<file path="src/rtl/fft16_pkg.sv">
// Shared definitions for the 16-point radix-4 FFT frame sequencer:
// frame geometry, sequencer states, index reversal and frame-bus slot helpers.
package fft16_pkg;

  localparam int N     = 16;
  localparam int LOG4N = 2;
  localparam int IDX_W = 2 * LOG4N;

  typedef enum logic [1:0] {
    LOAD   = 2'd0,
    RUN    = 2'd1,
    UNLOAD = 2'd2
  } state_t;

  // Swap the two base-4 digits of a frequency index.
  function automatic logic [IDX_W-1:0] digit_rev4(input logic [IDX_W-1:0] idx);
    return {idx[1:0], idx[3:2]};
  endfunction

  // LSB of sample `slot` inside a packed N*dw frame bus.
  function automatic int slot_lo(input int slot, input int dw);
    return slot * dw;
  endfunction

endpackage

</file>
<file path="src/rtl/fft16_frame_ctrl_if.sv">
// Serial sample streams of the FFT frame sequencer: input samples in, spectrum out.
interface fft16_frame_ctrl_if #(
  parameter int DW = 16
) ();
  logic          in_valid;
  logic          in_ready;
  logic [DW-1:0] in_re;
  logic [DW-1:0] in_im;
  logic          out_valid;
  logic          out_ready;
  logic [DW-1:0] out_re;
  logic [DW-1:0] out_im;
  logic [3:0]    out_idx;
  logic          out_last;

  modport slave (
    input  in_valid, in_re, in_im, out_ready,
    output in_ready, out_valid, out_re, out_im, out_idx, out_last
  );

  modport master (
    output in_valid, in_re, in_im, out_ready,
    input  in_ready, out_valid, out_re, out_im, out_idx, out_last
  );
endinterface

</file>
<file path="src/rtl/fft16_unloader.sv">
// Result buffer plus serial unload port: holds one captured result frame and
// streams it out under valid/ready, optionally in base-4 digit-reversed read order.
module fft16_unloader
  import fft16_pkg::*;
#(
  parameter int DW      = 16,
  parameter int REORDER = 1
) (
  input  logic             clk,
  input  logic             rst_n,
  input  logic             flush_i,
  input  logic             capture_i,
  input  logic             active_i,
  input  logic [N*DW-1:0]  res_re_i,
  input  logic [N*DW-1:0]  res_im_i,
  input  logic             out_ready_i,
  output logic             out_valid_o,
  output logic [DW-1:0]    out_re_o,
  output logic [DW-1:0]    out_im_o,
  output logic [IDX_W-1:0] out_idx_o,
  output logic             out_last_o,
  output logic             done_o
);

  logic [DW-1:0]    res_re_q [N];
  logic [DW-1:0]    res_im_q [N];
  logic [IDX_W-1:0] rd_cnt_q, rd_cnt_d;
  logic [IDX_W-1:0] rd_sel;
  logic             handshake;

  generate
    if (REORDER != 0) begin : g_rev
      assign rd_sel = digit_rev4(rd_cnt_q);
    end else begin : g_nat
      assign rd_sel = rd_cnt_q;
    end
  endgenerate

  // Output data is forced to zero outside UNLOAD so reset values hold without clearing the buffer.
  assign out_valid_o = active_i;
  assign handshake   = active_i & out_ready_i;
  assign done_o      = handshake & (rd_cnt_q == IDX_W'(N - 1));
  assign out_re_o    = active_i ? res_re_q[rd_sel] : '0;
  assign out_im_o    = active_i ? res_im_q[rd_sel] : '0;
  assign out_idx_o   = rd_cnt_q;
  assign out_last_o  = active_i & (rd_cnt_q == IDX_W'(N - 1));

  always_ff @(posedge clk) begin
    if (capture_i) begin
      for (int i = 0; i < N; i++) begin
        res_re_q[i] <= res_re_i[slot_lo(i, DW) +: DW];
        res_im_q[i] <= res_im_i[slot_lo(i, DW) +: DW];
      end
    end
  end

  always_comb begin
    rd_cnt_d = rd_cnt_q;
    if (flush_i) begin
      rd_cnt_d = '0;
    end else if (handshake) begin
      rd_cnt_d = rd_cnt_q + 1'b1;
    end
  end

  always_ff @(posedge clk or negedge rst_n) begin
    if (!rst_n) begin
      rd_cnt_q <= '0;
    end else begin
      rd_cnt_q <= rd_cnt_d;
    end
  end

endmodule

</file>
<file path="src/rtl/fft16_frame_ctrl.sv">
// Frame sequencer for the 16-point radix-4 FFT datapath: serial load into a parallel
// operand frame, fixed-latency wait, result capture and serial unload.
module fft16_frame_ctrl
  import fft16_pkg::*;
#(
  parameter int DW       = 16,
  parameter int PIPE_LAT = 4,
  parameter int REORDER  = 1
) (
  input  logic               clk,
  input  logic               rst_n,
  input  logic               flush,
  fft16_frame_ctrl_if.slave  bus,
  output logic [N*DW-1:0]    dp_re,
  output logic [N*DW-1:0]    dp_im,
  output logic               dp_start,
  input  logic [N*DW-1:0]    dp_res_re,
  input  logic [N*DW-1:0]    dp_res_im,
  output logic               busy
);

  state_t           state_q, state_d;
  logic [IDX_W-1:0] wr_cnt_q, wr_cnt_d;
  logic [3:0]       lat_cnt_q, lat_cnt_d;
  logic             dp_start_q, dp_start_d;
  logic [DW-1:0]    op_re_q [N];
  logic [DW-1:0]    op_im_q [N];
  logic             in_accept;
  logic             capture;
  logic             unload_done;

  assign bus.in_ready = (state_q == LOAD);
  assign in_accept    = bus.in_valid & bus.in_ready;
  assign capture      = (state_q == RUN) & (lat_cnt_q == 4'(PIPE_LAT - 1)) & ~flush;
  assign busy         = (state_q != LOAD);
  assign dp_start     = dp_start_q;

  always_comb begin
    state_d    = state_q;
    wr_cnt_d   = wr_cnt_q;
    lat_cnt_d  = lat_cnt_q;
    dp_start_d = 1'b0;
    case (state_q)
      LOAD: begin
        if (in_accept) begin
          wr_cnt_d = wr_cnt_q + 1'b1;
          if (wr_cnt_q == IDX_W'(N - 1)) begin
            state_d    = RUN;
            lat_cnt_d  = '0;
            dp_start_d = 1'b1;
          end
        end
      end
      RUN: begin
        lat_cnt_d = lat_cnt_q + 1'b1;
        if (capture) begin
          state_d   = UNLOAD;
          lat_cnt_d = '0;
        end
      end
      UNLOAD: begin
        if (unload_done) begin
          state_d  = LOAD;
          wr_cnt_d = '0;
        end
      end
      default: state_d = LOAD;
    endcase
    // Abort wins over every transition, including a completing load.
    if (flush) begin
      state_d    = LOAD;
      wr_cnt_d   = '0;
      lat_cnt_d  = '0;
      dp_start_d = 1'b0;
    end
  end

  always_ff @(posedge clk or negedge rst_n) begin
    if (!rst_n) begin
      state_q    <= LOAD;
      wr_cnt_q   <= '0;
      lat_cnt_q  <= '0;
      dp_start_q <= 1'b0;
    end else begin
      state_q    <= state_d;
      wr_cnt_q   <= wr_cnt_d;
      lat_cnt_q  <= lat_cnt_d;
      dp_start_q <= dp_start_d;
    end
  end

  always_ff @(posedge clk or negedge rst_n) begin
    if (!rst_n) begin
      for (int i = 0; i < N; i++) begin
        op_re_q[i] <= '0;
        op_im_q[i] <= '0;
      end
    end else if (in_accept && !flush) begin
      op_re_q[wr_cnt_q] <= bus.in_re;
      op_im_q[wr_cnt_q] <= bus.in_im;
    end
  end

  generate
    for (genvar gi = 0; gi < N; gi++) begin : g_pack
      assign dp_re[slot_lo(gi, DW) +: DW] = op_re_q[gi];
      assign dp_im[slot_lo(gi, DW) +: DW] = op_im_q[gi];
    end
  endgenerate

  fft16_unloader #(
    .DW      (DW),
    .REORDER (REORDER)
  ) u_unloader (
    .clk         (clk),
    .rst_n       (rst_n),
    .flush_i     (flush),
    .capture_i   (capture),
    .active_i    (state_q == UNLOAD),
    .res_re_i    (dp_res_re),
    .res_im_i    (dp_res_im),
    .out_ready_i (bus.out_ready),
    .out_valid_o (bus.out_valid),
    .out_re_o    (bus.out_re),
    .out_im_o    (bus.out_im),
    .out_idx_o   (bus.out_idx),
    .out_last_o  (bus.out_last),
    .done_o      (unload_done)
  );

endmodule

</file>
<file path="src/flat_wrapper.sv">
// flat-port wrapper written by rule: the top's interface ports become plain ports
module fft16_frame_ctrl_flat import fft16_pkg::*;
#(
  parameter int DW       = 16,
  parameter int PIPE_LAT = 4,
  parameter int REORDER  = 1
)
  (clk, rst_n, flush, dp_re, dp_im, dp_start, dp_res_re, dp_res_im, busy, bus_in_valid, bus_in_re, bus_in_im, bus_out_ready, bus_in_ready, bus_out_valid, bus_out_re, bus_out_im, bus_out_idx, bus_out_last);
  fft16_frame_ctrl_if #(.DW(DW)) bus_i ();
  input  logic clk;
  input  logic rst_n;
  input  logic flush;
  output logic [N*DW-1:0] dp_re;
  output logic [N*DW-1:0] dp_im;
  output logic dp_start;
  input  logic [N*DW-1:0] dp_res_re;
  input  logic [N*DW-1:0] dp_res_im;
  output logic busy;
  input wire logic [$bits(bus_i.in_valid)-1:0] bus_in_valid;
  input wire logic [$bits(bus_i.in_re)-1:0] bus_in_re;
  input wire logic [$bits(bus_i.in_im)-1:0] bus_in_im;
  input wire logic [$bits(bus_i.out_ready)-1:0] bus_out_ready;
  output wire logic [$bits(bus_i.in_ready)-1:0] bus_in_ready;
  output wire logic [$bits(bus_i.out_valid)-1:0] bus_out_valid;
  output wire logic [$bits(bus_i.out_re)-1:0] bus_out_re;
  output wire logic [$bits(bus_i.out_im)-1:0] bus_out_im;
  output wire logic [$bits(bus_i.out_idx)-1:0] bus_out_idx;
  output wire logic [$bits(bus_i.out_last)-1:0] bus_out_last;
  assign bus_i.in_valid = bus_in_valid;
  assign bus_i.in_re = bus_in_re;
  assign bus_i.in_im = bus_in_im;
  assign bus_i.out_ready = bus_out_ready;
  assign bus_in_ready = bus_i.in_ready;
  assign bus_out_valid = bus_i.out_valid;
  assign bus_out_re = bus_i.out_re;
  assign bus_out_im = bus_i.out_im;
  assign bus_out_idx = bus_i.out_idx;
  assign bus_out_last = bus_i.out_last;
  fft16_frame_ctrl #(.DW(DW), .PIPE_LAT(PIPE_LAT), .REORDER(REORDER)) u_core (.clk(clk), .rst_n(rst_n), .flush(flush), .bus(bus_i), .dp_re(dp_re), .dp_im(dp_im), .dp_start(dp_start), .dp_res_re(dp_res_re), .dp_res_im(dp_res_im), .busy(busy));
endmodule
</file>
<file path="config.mk">
export PLATFORM = sky130hd
export DESIGN_NAME = fft16_frame_ctrl_flat
export DESIGN_NICKNAME = d
export VERILOG_FILES = /design/src/rtl/fft16_pkg.sv /design/src/rtl/fft16_frame_ctrl_if.sv /design/src/rtl/fft16_unloader.sv /design/src/rtl/fft16_frame_ctrl.sv /design/src/flat_wrapper.sv
export SDC_FILE = /design/constraint.sdc
export NUM_CORES = 1
export LEC_CHECK = 0
export BUFFER_PORTS_ARGS = -buffer_cell sky130_fd_sc_hd__buf_4
export CORE_AREA = 5 5 427 429
export CTS_BUF_LIST = sky130_fd_sc_hd__clkbuf_4 sky130_fd_sc_hd__clkbuf_8
export CTS_CLUSTER_SIZE = 25
export DETAILED_ROUTE_END_ITERATION = 16
export DIE_AREA = 0 0 432 434
export PLACE_DENSITY_LB_ADDON = 0.3
export REMOVE_ABC_BUFFERS = 1
export SLEW_MARGIN = 20
export SYNTH_ARGS = -nofsm -noshare
export SYNTH_HDL_FRONTEND = slang
export SYNTH_HIERARCHICAL = 1
export SYNTH_SLANG_ARGS = --single-unit
export TNS_END_PERCENT = 10
</file>
<file path="constraint.sdc">
create_clock -name clk -period 99.6 [get_ports clk]
set_clock_uncertainty 0.05 [all_clocks]
set_input_delay 29.88 -clock clk [delete_from_list [all_inputs] [get_ports clk]]
set_output_delay 29.88 -clock clk [all_outputs]
set_load 0.01 [all_outputs]
</file>
==> run metrics, run 1 <==
result of the run finished clean; LEAKAGE between 20 and 25 nW; core box area between 150000 and 200000 um^2; total of warnings raised by yosys 6; flip-flop and latch count after synthesis approximately 1.0k; Max Root-Sink Buffers 3; root buffer cell sky130_fd_sc_hd__clkbuf_8; data arrival time of the critical path 4720 ps; # setup viols final 0; clock share of power 42.5%; cell count after synthesis 2223; Iter 0 DRT Violations ~1.2k; number of buffers created by CTS 180; slowest cell delay on critical path slightly above 1000 ps; Placer Congestion a little under 0.8; largest fanout on the critical path between 100 and 150; class of the worst hold path reg2reg; die outline width between 400 and 500 um; via count normalized by instance count a little over 4; switching portion of total power approximately a quarter; EDFF count, synth 512; Post-Place Worst Slack 65870 ps; Final Max Slew Viols 0; Post-CTS Setup Inserts 0; post-route fraction of the period consumed by the critical path between 30% and 40%; power density of the placed cells 17.61 nW/um^2; hold buffers post-CTS 0; most common library cell in the layout ignoring fill and taps sky130_fd_sc_hd__buf_4; fill cell count approximately 18k; Req. time, crit path between 60000 and 70000 ps; DRC 0; Max VDD drop 0.01302 mV; area growth from synthesis to final layout 35.28%; number of distinct library cell variants in the gate-level netlist after synthesis 50; clock slew at the register clock pins of the worst setup and hold paths 60 ps; path type of the worst setup path reg2out; TritonCTS clock tree yes; die outline area roughly 190000 um^2; via count ~24k; mapped cell area 40530 um^2; nature of the critical path endpoint primary output; Rel. slew slack about a fifth; commonest cells after routing, fill and taps aside sky130_fd_sc_hd__buf_4, sky130_fd_sc_hd__dfrtp_1, sky130_fd_sc_hd__edfxtp_1; number of clock sinks slightly above 1k; Congestion Overflow GR 0; number of rows created at floorplan approximately 160; first-pass GRT wire length 195200 um; IO Port Bufs 1101; area share of the largest cell type after synthesis 37.93%; routed wire length 143100 um; part of the Yosys area used for sequential elements a little over two thirds; leading register cell type out of synthesis sky130_fd_sc_hd__dfrtp_1; Max Cap Violations 0; number of levels the H-tree was split into 4; actual transition at the worst max-transition pin 1195 ps; dominant cells by area after synthesis sky130_fd_sc_hd__edfxtp_1, sky130_fd_sc_hd__dfrtp_1, sky130_fd_sc_hd__mux2_2; crit path cell chain buf_4 -> buf_12 -> mux4_2 -> o21ai_1 -> o21ai_1 -> buf_4; HPWL after detailed placement slightly below 100000 um; layout cells sized above 1 56.46%; antenna violations before repair 24; relative contribution of combinational cells to total power between 8 and 9%; Util after Layout 30.83%; final count of hold timing violations 0; min Tclk post-route roughly 35000 ps; Avg Inst Size Synth 18.23 um^2; setup repair after global routing missed its margin no; effective utilization at floorplan 22.79%; Post-Route Setup TNS 0 ps; portion of total power attributed to sequential cells 49.2%; cell with the largest stage delay on the worst path sky130_fd_sc_hd__dfrtp_4; quantity of gates resized following cts 0; startpoint class of the critical path flip-flop; ANT nets after route 0; design internal power approximately 0.00074 W; number of placed I/O pins 1102; maximum number of pins on one net before global-route repair roughly 180; number of search-and-repair iterations in the first detailed-routing pass 5; post-synthesis cell type with the largest combined area sky130_fd_sc_hd__edfxtp_1; overall track demand over capacity in global routing between 10% and 20%; fraction of registers with async set/reset between 50 and 60%; overall power 0.0009653 W; Net Switching 0.0002267 W; final worst slack approximately 65000 ps; top achievable clock speed about 29 MHz; Final nets just under 4k; die outline height roughly 430 um; clock insertion delay at the later pin of the skew report around 950 ps; via count of the first global-routing pass roughly 26k; post-detailed-route wirelength per cell between 20 and 25 um
## worst paths after layout
kind	cells after the start	slack, ps	startpoint	endpoint
max in group asynchronous	4	67530	rst_n	u_core/dp_re[254]$_DFFE_PN0P_
worst max-delay path	6	64950	u_core/u_unloader/out_idx_o[2]$_DFFE_PN0P_	bus_out_im[12]
worst min-delay path	1	440	u_core/dp_re[94]$_DFFE_PN0P_	u_core/dp_re[94]$_DFFE_PN0P_
worst max register to register	6	95590	u_core/lat_cnt_q[0]$_DFFE_PN0P_	u_core/u_unloader/res_re_q[12][11]$_DFFE_PP_
min in group asynchronous	1	29000	rst_n	u_core/dp_re[83]$_DFFE_PN0P_
worst min register to register	1	440	u_core/dp_re[94]$_DFFE_PN0P_	u_core/dp_re[94]$_DFFE_PN0P_
## power groups by stage
stage | combinational (W) | sequential (W) | clock, W
after floorplan | 0.0000157 | 0.000490 | 0
after global placement | 0.0000810 | 0.000483 | 0
after detailed placement | 0.0000816 | 0.000483 | 0
after CTS | 0.0000816 | 0.000475 | 0.000427
after global routing | 0.0000855 | 0.000477 | 0.000446
final | 0.0000800 | 0.000475 | 0.000410
## flip-flops by register name (all words and copies together), names as in the netlist
signal and flops:
u_core/u_unloader/out_idx_o 4, u_core/dp_start 1, u_core/lat_cnt_q 4, u_core/wr_cnt_q 4
u_core/u_unloader/res_im_q 256, u_core/dp_re 256, u_core/dp_im 256, u_core/u_unloader/res_re_q 256
u_core/state_q 2
## Yosys cell counts (32+ instances only)
cell and instances:
sky130_fd_sc_hd__mux2_2 369, sky130_fd_sc_hd__edfxtp_1 512, sky130_fd_sc_hd__mux2i_1 194, sky130_fd_sc_hd__buf_2 35
sky130_fd_sc_hd__o21ai_1 63, sky130_fd_sc_hd__buf_6 32, sky130_fd_sc_hd__nand2_1 43, sky130_fd_sc_hd__mux2_4 120
sky130_fd_sc_hd__clkbuf_1 46, sky130_fd_sc_hd__mux4_2 32, sky130_fd_sc_hd__a221oi_1 32, sky130_fd_sc_hd__a22oi_1 64
sky130_fd_sc_hd__dfrtp_1 527
## metrics by stage
step	cell area (um^2)	instances	hold WS, ps
2_1_floorplan	39340	2066	423.1
3_3_place_gp	50970	5562	418.8
3_5_place_dp	50970	5562	426.1
4_1_cts	54760	5882	438.9
5_1_grt	54820	5897	445.2
6_report	54830	5902	436.2
## cell type report
| class | instances | area (um^2) | share of cell area [%] |
|---|---|---|---|
| tap | 2355 | 2947 | 5.374 |
| inverter | 9 | 33.78 | 0.06161 |
| timing repair buffer | 1142 | 8630 | 15.74 |
| antenna | 19 | 47.55 | 0.08671 |
| sequential | 1039 | 28570 | 52.11 |
| clock inverter | 54 | 422.9 | 0.7713 |
| multi-input combinational | 1018 | 10820 | 19.73 |
| clock buffer | 266 | 3361 | 6.129 |
## metal layers
metal  vias up  track usage [%]  wire (um)
li1      10810                -          -
met1     12370            15.92      52890
met2      1005            25.82      74100
met3       210            5.043      11780
met4         6            6.110       4294
met5         -                0         34
## kinds of logic after synthesis
family                     Yosys count  share of synthesized area, %
adders and majority gates            6                        0.1852
xor gates and xnor gates             2                       0.04322
AOI/OAI and AO/OA                  177                         2.933
and+or+nand+nor                     95                         1.451
buffers and inverters              166                         3.016
DFF                               1039                         70.47
muxes                              738                         21.90
## critical path: cells and delay by family, from the launching register on
kind	cells	cell delay, ps
AOI/OAI and AO/OA	2	350
buffers and inverters	3	1500
DFF	1	1020
muxes	1	590
Power figures use the tool's default switching activity.
==> inputs of run 2 (changes only) <==
- CORE_AREA: 5 5 427 429 -> 5 5 429 431
- DIE_AREA: 0 0 432 434 -> 0 0 434 436
- clock period: 99.6 -> 28.5 ns (I/O delays scaled with it)
==> run 2 against run 1 <==
Net effect: hold slack improved by 0.96 ps; worst setup slack lost 49000 ps; critical path depth rose by 1; combinational power increased to 3.6 times the previous value; global-route usage is 0.058 points lower; utilization decreased by 0.43 points; sequential cell count did not move; design area down 0.34%.
==> run metrics, run 2 (synthesis gave the netlist of run 1 again) <==
clock slew at the register clock pins of the worst setup and hold paths ~60 ps; Final Max Slew Viols 0; Req. time, crit path just under 20000 ps; TritonCTS clock tree yes; root buffer cell sky130_fd_sc_hd__clkbuf_8; number of buffers created by CTS about 180; clock share of power ~41%; Iter 0 DRT Violations roughly 1.3k; cell with the largest stage delay on the worst path sky130_fd_sc_hd__dfrtp_2; Rel. slew slack 27.17%; worst reg2reg path depth 6; Net Switching about 0.00078 W; HPWL after detailed placement between 90000 and 100000 um; R2R Path Start u_core/lat_cnt_q[0]$_DFFE_PN0P_; Max VDD drop between 0.03 and 0.04 mV; layout cells sized above 1 56.35%; tightest hold margin 437.2 ps; IO Port Bufs ~1.1k; switching portion of total power a little under a quarter; start point of the worst hold path u_core/dp_im[208]$_DFFE_PN0P_; crit path cell chain buf_4 -> nor2b_4 -> buf_4 -> a22oi_1 -> nand2_1 -> o21ai_1 -> buf_4; min Tclk post-route ~13000 ps; antenna violations before repair 22; quantity of gates resized following cts 0; power density of the placed cells around 61 nW/um^2; Util after Layout 30.40%; commonest cells after routing, fill and taps aside sky130_fd_sc_hd__buf_4, sky130_fd_sc_hd__dfrtp_1, sky130_fd_sc_hd__edfxtp_1; core box area between 150000 and 200000 um^2; Post-CTS Setup Inserts 0; internal reg-to-reg setup slack 24060 ps; ANT nets after route 0; die outline area roughly 190000 um^2; Placer Congestion around 0.76; final count of hold timing violations 0; worst hold endpoint u_core/dp_im[208]$_DFFE_PN0P_; family with the most delay on the worst path buffers and inverters; die outline height 436 um; result of the run finished clean; area growth from synthesis to final layout 34.82%; largest fanout on the critical path 24; top achievable clock speed ~80 MHz; via count of the first global-routing pass ~26k; first-pass GRT wire length between 150000 and 200000 um; data arrival time of the critical path roughly 4000 ps; hold buffers post-CTS 0; number of levels the H-tree was split into 4; DRC 0; path type of the worst setup path reg2out; actual transition at the worst max-transition pin approximately 1100 ps; number of clock sinks between 1k and 1.5k; Critical Path Most Common Cell sky130_fd_sc_hd__buf_4; via count 24.33k; most common library cell in the layout ignoring fill and taps sky130_fd_sc_hd__buf_4; number of placed I/O pins about 1.1k; startpoint class of the critical path flip-flop; overall track demand over capacity in global routing roughly 15%; Max Cap Violations 0; slowest cell delay on critical path 870 ps; class of the worst hold path reg2reg; setup repair after global routing missed its margin no; number of rows created at floorplan 156; number of instances in the placed design about 5.6k; overall power around 0.0033 W; reg-to-reg critical path endpoint u_core/u_unloader/res_re_q[7][4]$_DFFE_PP_; Final nets slightly below 4k; Post-Layout Cell Count slightly below 6k; post-route fraction of the period consumed by the critical path 44.00%; effective utilization at floorplan between 20% and 30%; Congestion Overflow GR 0; number of cells traversed by the worst hold path 1; die outline width 434 um; portion of total power attributed to sequential cells about 50%; via count normalized by instance count roughly 4; routed wire length between 100000 and 150000 um; nature of the critical path endpoint primary output; Max Root-Sink Buffers 3; LEAKAGE between 20 and 25 nW; post-detailed-route wirelength per cell 24.21 um; number of search-and-repair iterations in the first detailed-routing pass 7; sum of buffers and inverters on the critical path 3; relative contribution of combinational cells to total power about 8.6%; maximum number of pins on one net before global-route repair roughly 120; # setup viols final 0; design internal power about 0.0025 W; clock insertion delay at the later pin of the skew report 890 ps
-- run 2: changes by cell type in the layout (fill, tap and decap cells not counted), moves of 2 or more --
cell and delta:
sky130_fd_sc_hd__clkinv_1 +3, sky130_fd_sc_hd__diode_2 -3, sky130_fd_sc_hd__clkbuf_4 +21, sky130_fd_sc_hd__inv_8 -2, sky130_fd_sc_hd__clkinv_2 -2, sky130_fd_sc_hd__buf_4 +3, sky130_fd_sc_hd__clkinv_8 +2, sky130_fd_sc_hd__clkinvlp_4 -2
sky130_fd_sc_hd__clkbuf_8 -20
-- run 2: layout make-up --
class | instances | area [um^2]
inverter | 9 | 33.78
multi-input combinational | 1018 | 10820
sequential | 1039 | 28570
clock buffer | 267 | 3243
clock inverter | 51 | 380.4
fill | 17970 | 125100
antenna | 16 | 40.04
timing repair buffer | 1142 | 8593
tap | 2370 | 2965
-- run 2: worst max path at each step --
stage,to,startpoint,cells past startpoint
final,bus_out_re[2],u_core/u_unloader/out_idx_o[3]$_DFFE_PN0P_,7
after global routing,bus_out_re[2],u_core/u_unloader/out_idx_o[3]$_DFFE_PN0P_,7
after CTS,bus_out_re[2],u_core/u_unloader/out_idx_o[3]$_DFFE_PN0P_,7
after detailed placement,u_core/u_unloader/res_re_q[6][8]$_DFFE_PP_,flush,5
after global placement,u_core/u_unloader/res_re_q[1][6]$_DFFE_PP_,flush,5
after floorplan,u_core/u_unloader/res_im_q[0][0]$_DFFE_PP_,flush,1
-- run 2: power by group through the flow --
stage | combinational (W) | clock [W] | sequential (W)
2_1_floorplan | 0.0000549 | 0 | 0.00171
3_3_place_gp | 0.000290 | 0 | 0.00169
3_5_place_dp | 0.000291 | 0 | 0.00169
4_1_cts | 0.000292 | 0.00143 | 0.00166
5_1_grt | 0.000306 | 0.00149 | 0.00167
6_report | 0.000285 | 0.00137 | 0.00166
-- run 2: per-layer routing --
| layer | GRT usage, % | wire length (um) | share of wire, % | up-vias |
|---|---|---|---|---|
| li1 | - | - | - | 10790 |
| met4 | 4.897 | 3981 | 2.8 | 8 |
| met1 | 15.40 | 51730 | 36 | 12330 |
| met2 | 26.57 | 75230 | 53 | 972 |
| met3 | 5.227 | 12140 | 8.5 | 232 |
| met5 | 0 | 38 | 0.027 | - |
-- run 2: per-stage QoR --
step | area (um^2) | TNS (ps) | setup WS [ps]
CTS | 54610 | 0 | 15680
global route | 54640 | 0 | 15660
floorplan | 39340 | -8792980 | -17170
finish | 54650 | 0 | 15960
detailed placement | 50980 | 0 | 16270
global placement | 50980 | 0 | 16320
==> inputs of run 3 (changes only) <==
- clock period: 28.5 -> 10.5 ns (I/O delays scaled with it)
==> run 3 against run 2 <==
Net effect: sequential power rose to 2.7 times the previous value; register-to-register slack got worse by 17000 ps; sequential share of layout area fell by 0.32 points; clock-buffer cell count rose by 13; critical path depth down 2; clock power grew to 2.9 times the previous value; critical path type unchanged; critical endpoint is now bus_out_re[14]; largest cell class unchanged; largest power group unchanged; highest routed layer unchanged.
==> run metrics, run 3 (synthesis gave the netlist of run 1 again) <==
family with the most delay on the worst path flip-flops; effective utilization at floorplan 22.55%; Rel. slew slack between 20% and 30%; data arrival time of the critical path approximately 4000 ps; routed wire length approximately 140000 um; met3 wire len about 12000 um; via count 24.28k; Post-Layout Cell Count between 5k and 6k; LEAKAGE ~24 nW; nature of the critical path endpoint primary output; clock insertion delay at the later pin of the skew report 940 ps; setup repair after global routing missed its margin no; Max Cap Violations 0; via count of the first global-routing pass roughly 26k; result of the run finished clean; Critical Path Most Common Cell sky130_fd_sc_hd__o21ai_1; fill cell count ~18k; number of clock sinks 1039; startpoint class of the critical path flip-flop; die outline width roughly 430 um; Congestion Overflow GR 0; largest fanout on the critical path between 90 and 100; Final nets 3943; overall track demand over capacity in global routing around 15%; clock slew at the register clock pins of the worst setup and hold paths 60 ps; power density of the placed cells 169.1 nW/um^2; via count normalized by instance count between 4 and 5; final count of hold timing violations 0; core box area 179800 um^2; actual transition at the worst max-transition pin ~1100 ps; number of buffers created by CTS ~190; metal1 wirelength a little over 50000 um; quantity of gates resized following cts 0; post-detailed-route wirelength per cell 24.23 um; crit path cell chain buf_12 -> mux4_2 -> o21ai_1 -> o21ai_1 -> buf_4; Iter 0 DRT Violations between 1k and 1.5k; # setup viols final 0; die outline area about 190000 um^2; hold buffers post-CTS 0; IO Port Bufs ~1.1k; layout cells sized above 1 between 50% and 60%; number of placed I/O pins roughly 1.1k; Util after Layout between 30% and 40%; number of search-and-repair iterations in the first detailed-routing pass 5; post-route fraction of the period consumed by the critical path a little under 70%; Max VDD drop ~0.12 mV; cell with the largest stage delay on the worst path sky130_fd_sc_hd__dfrtp_4; min Tclk post-route between 7000 and 8000 ps; Placer Congestion 0.7656; Final Max Slew Viols 0; class of the worst hold path reg2reg; commonest cells after routing, fill and taps aside sky130_fd_sc_hd__buf_4, sky130_fd_sc_hd__dfrtp_1, sky130_fd_sc_hd__edfxtp_1; number of levels the H-tree was split into 4; path type of the worst setup path reg2out; maximum number of pins on one net before global-route repair approximately 180; ANT nets after route 0; top achievable clock speed between 100 and 150 MHz; root buffer cell sky130_fd_sc_hd__clkbuf_8; HPWL after detailed placement about 99000 um; number of rows created at floorplan 156; top layer used by detailed routing met5; Max Root-Sink Buffers 3; number of instances in the placed design around 5.6k; Req. time, crit path between 7000 and 8000 ps; TritonCTS clock tree yes; Post-Route Setup TNS 0 ps; sum of buffers and inverters on the critical path 2; Post-CTS Setup Inserts 0; antenna violations before repair 20; metal2 WL 75740 um; internal reg-to-reg setup slack 7050 ps; die outline height 436 um; DRC 0; slowest cell delay on critical path 940 ps; most common library cell in the layout ignoring fill and taps sky130_fd_sc_hd__buf_4; first-pass GRT wire length between 150000 and 200000 um; area growth from synthesis to final layout 35.65%
## run 3: area by class of cell
cell class	instances	area [um^2]	area share, %
Tap cell	2370	2965	5.393
Clock buffer	280	3385	6.156
Sequential cell	1039	28570	51.96
Timing Repair Buffer	1134	8596	15.63
Inverter	9	33.78	0.06144
Clock inverter	58	571.8	1.040
Antenna cell	14	35.03	0.06372
Multi-Input combinational cell	1018	10830	19.69
## run 3: report_power, final
part           switching (W)  internal [W]
Combinational       0.000323      0.000426
Sequential         0.0000843       0.00443
Clock                0.00177       0.00227
## run 3: stage by stage
step | worst slack (ps) | hold slack, ps | power [W] | area (um^2)
finish | 3304 | 434.8 | 0.009298 | 54980
floorplan | -29770 | 423.1 | 0.004796 | 39340
global route | 3037 | 449.1 | 0.009717 | 54980
global placement | 4181 | 420.2 | 0.005346 | 50990
CTS | 3019 | 439.9 | 0.009486 | 54950
detailed placement | 4178 | 427.7 | 0.005356 | 50990
## run 3: layer usage
layer / vias up / GRT usage (%)
met3: 219 / 5.326
met4: 8 / 6.294
li1: 10810 / -
met1: 12280 / 15.03
met5: - / 0
met2: 961 / 26.53
## run 3: final timing paths
| kind | from | end | depth (start not counted) |
|---|---|---|---|
| worst max-delay path | u_core/u_unloader/out_idx_o[2]$_DFFE_PN0P_ | bus_out_re[14] | 5 |
| worst min-delay path | u_core/dp_im[196]$_DFFE_PN0P_ | u_core/dp_im[196]$_DFFE_PN0P_ | 1 |
| worst max register to register | u_core/u_unloader/out_idx_o[2]$_DFFE_PN0P_ | u_core/wr_cnt_q[3]$_DFFE_PN0P_ | 6 |
| worst min register to register | u_core/dp_im[196]$_DFFE_PN0P_ | u_core/dp_im[196]$_DFFE_PN0P_ | 1 |
| max in group asynchronous | rst_n | u_core/dp_im[147]$_DFFE_PN0P_ | 2 |
| min in group asynchronous | rst_n | u_core/dp_re[59]$_DFFE_PN0P_ | 1 |
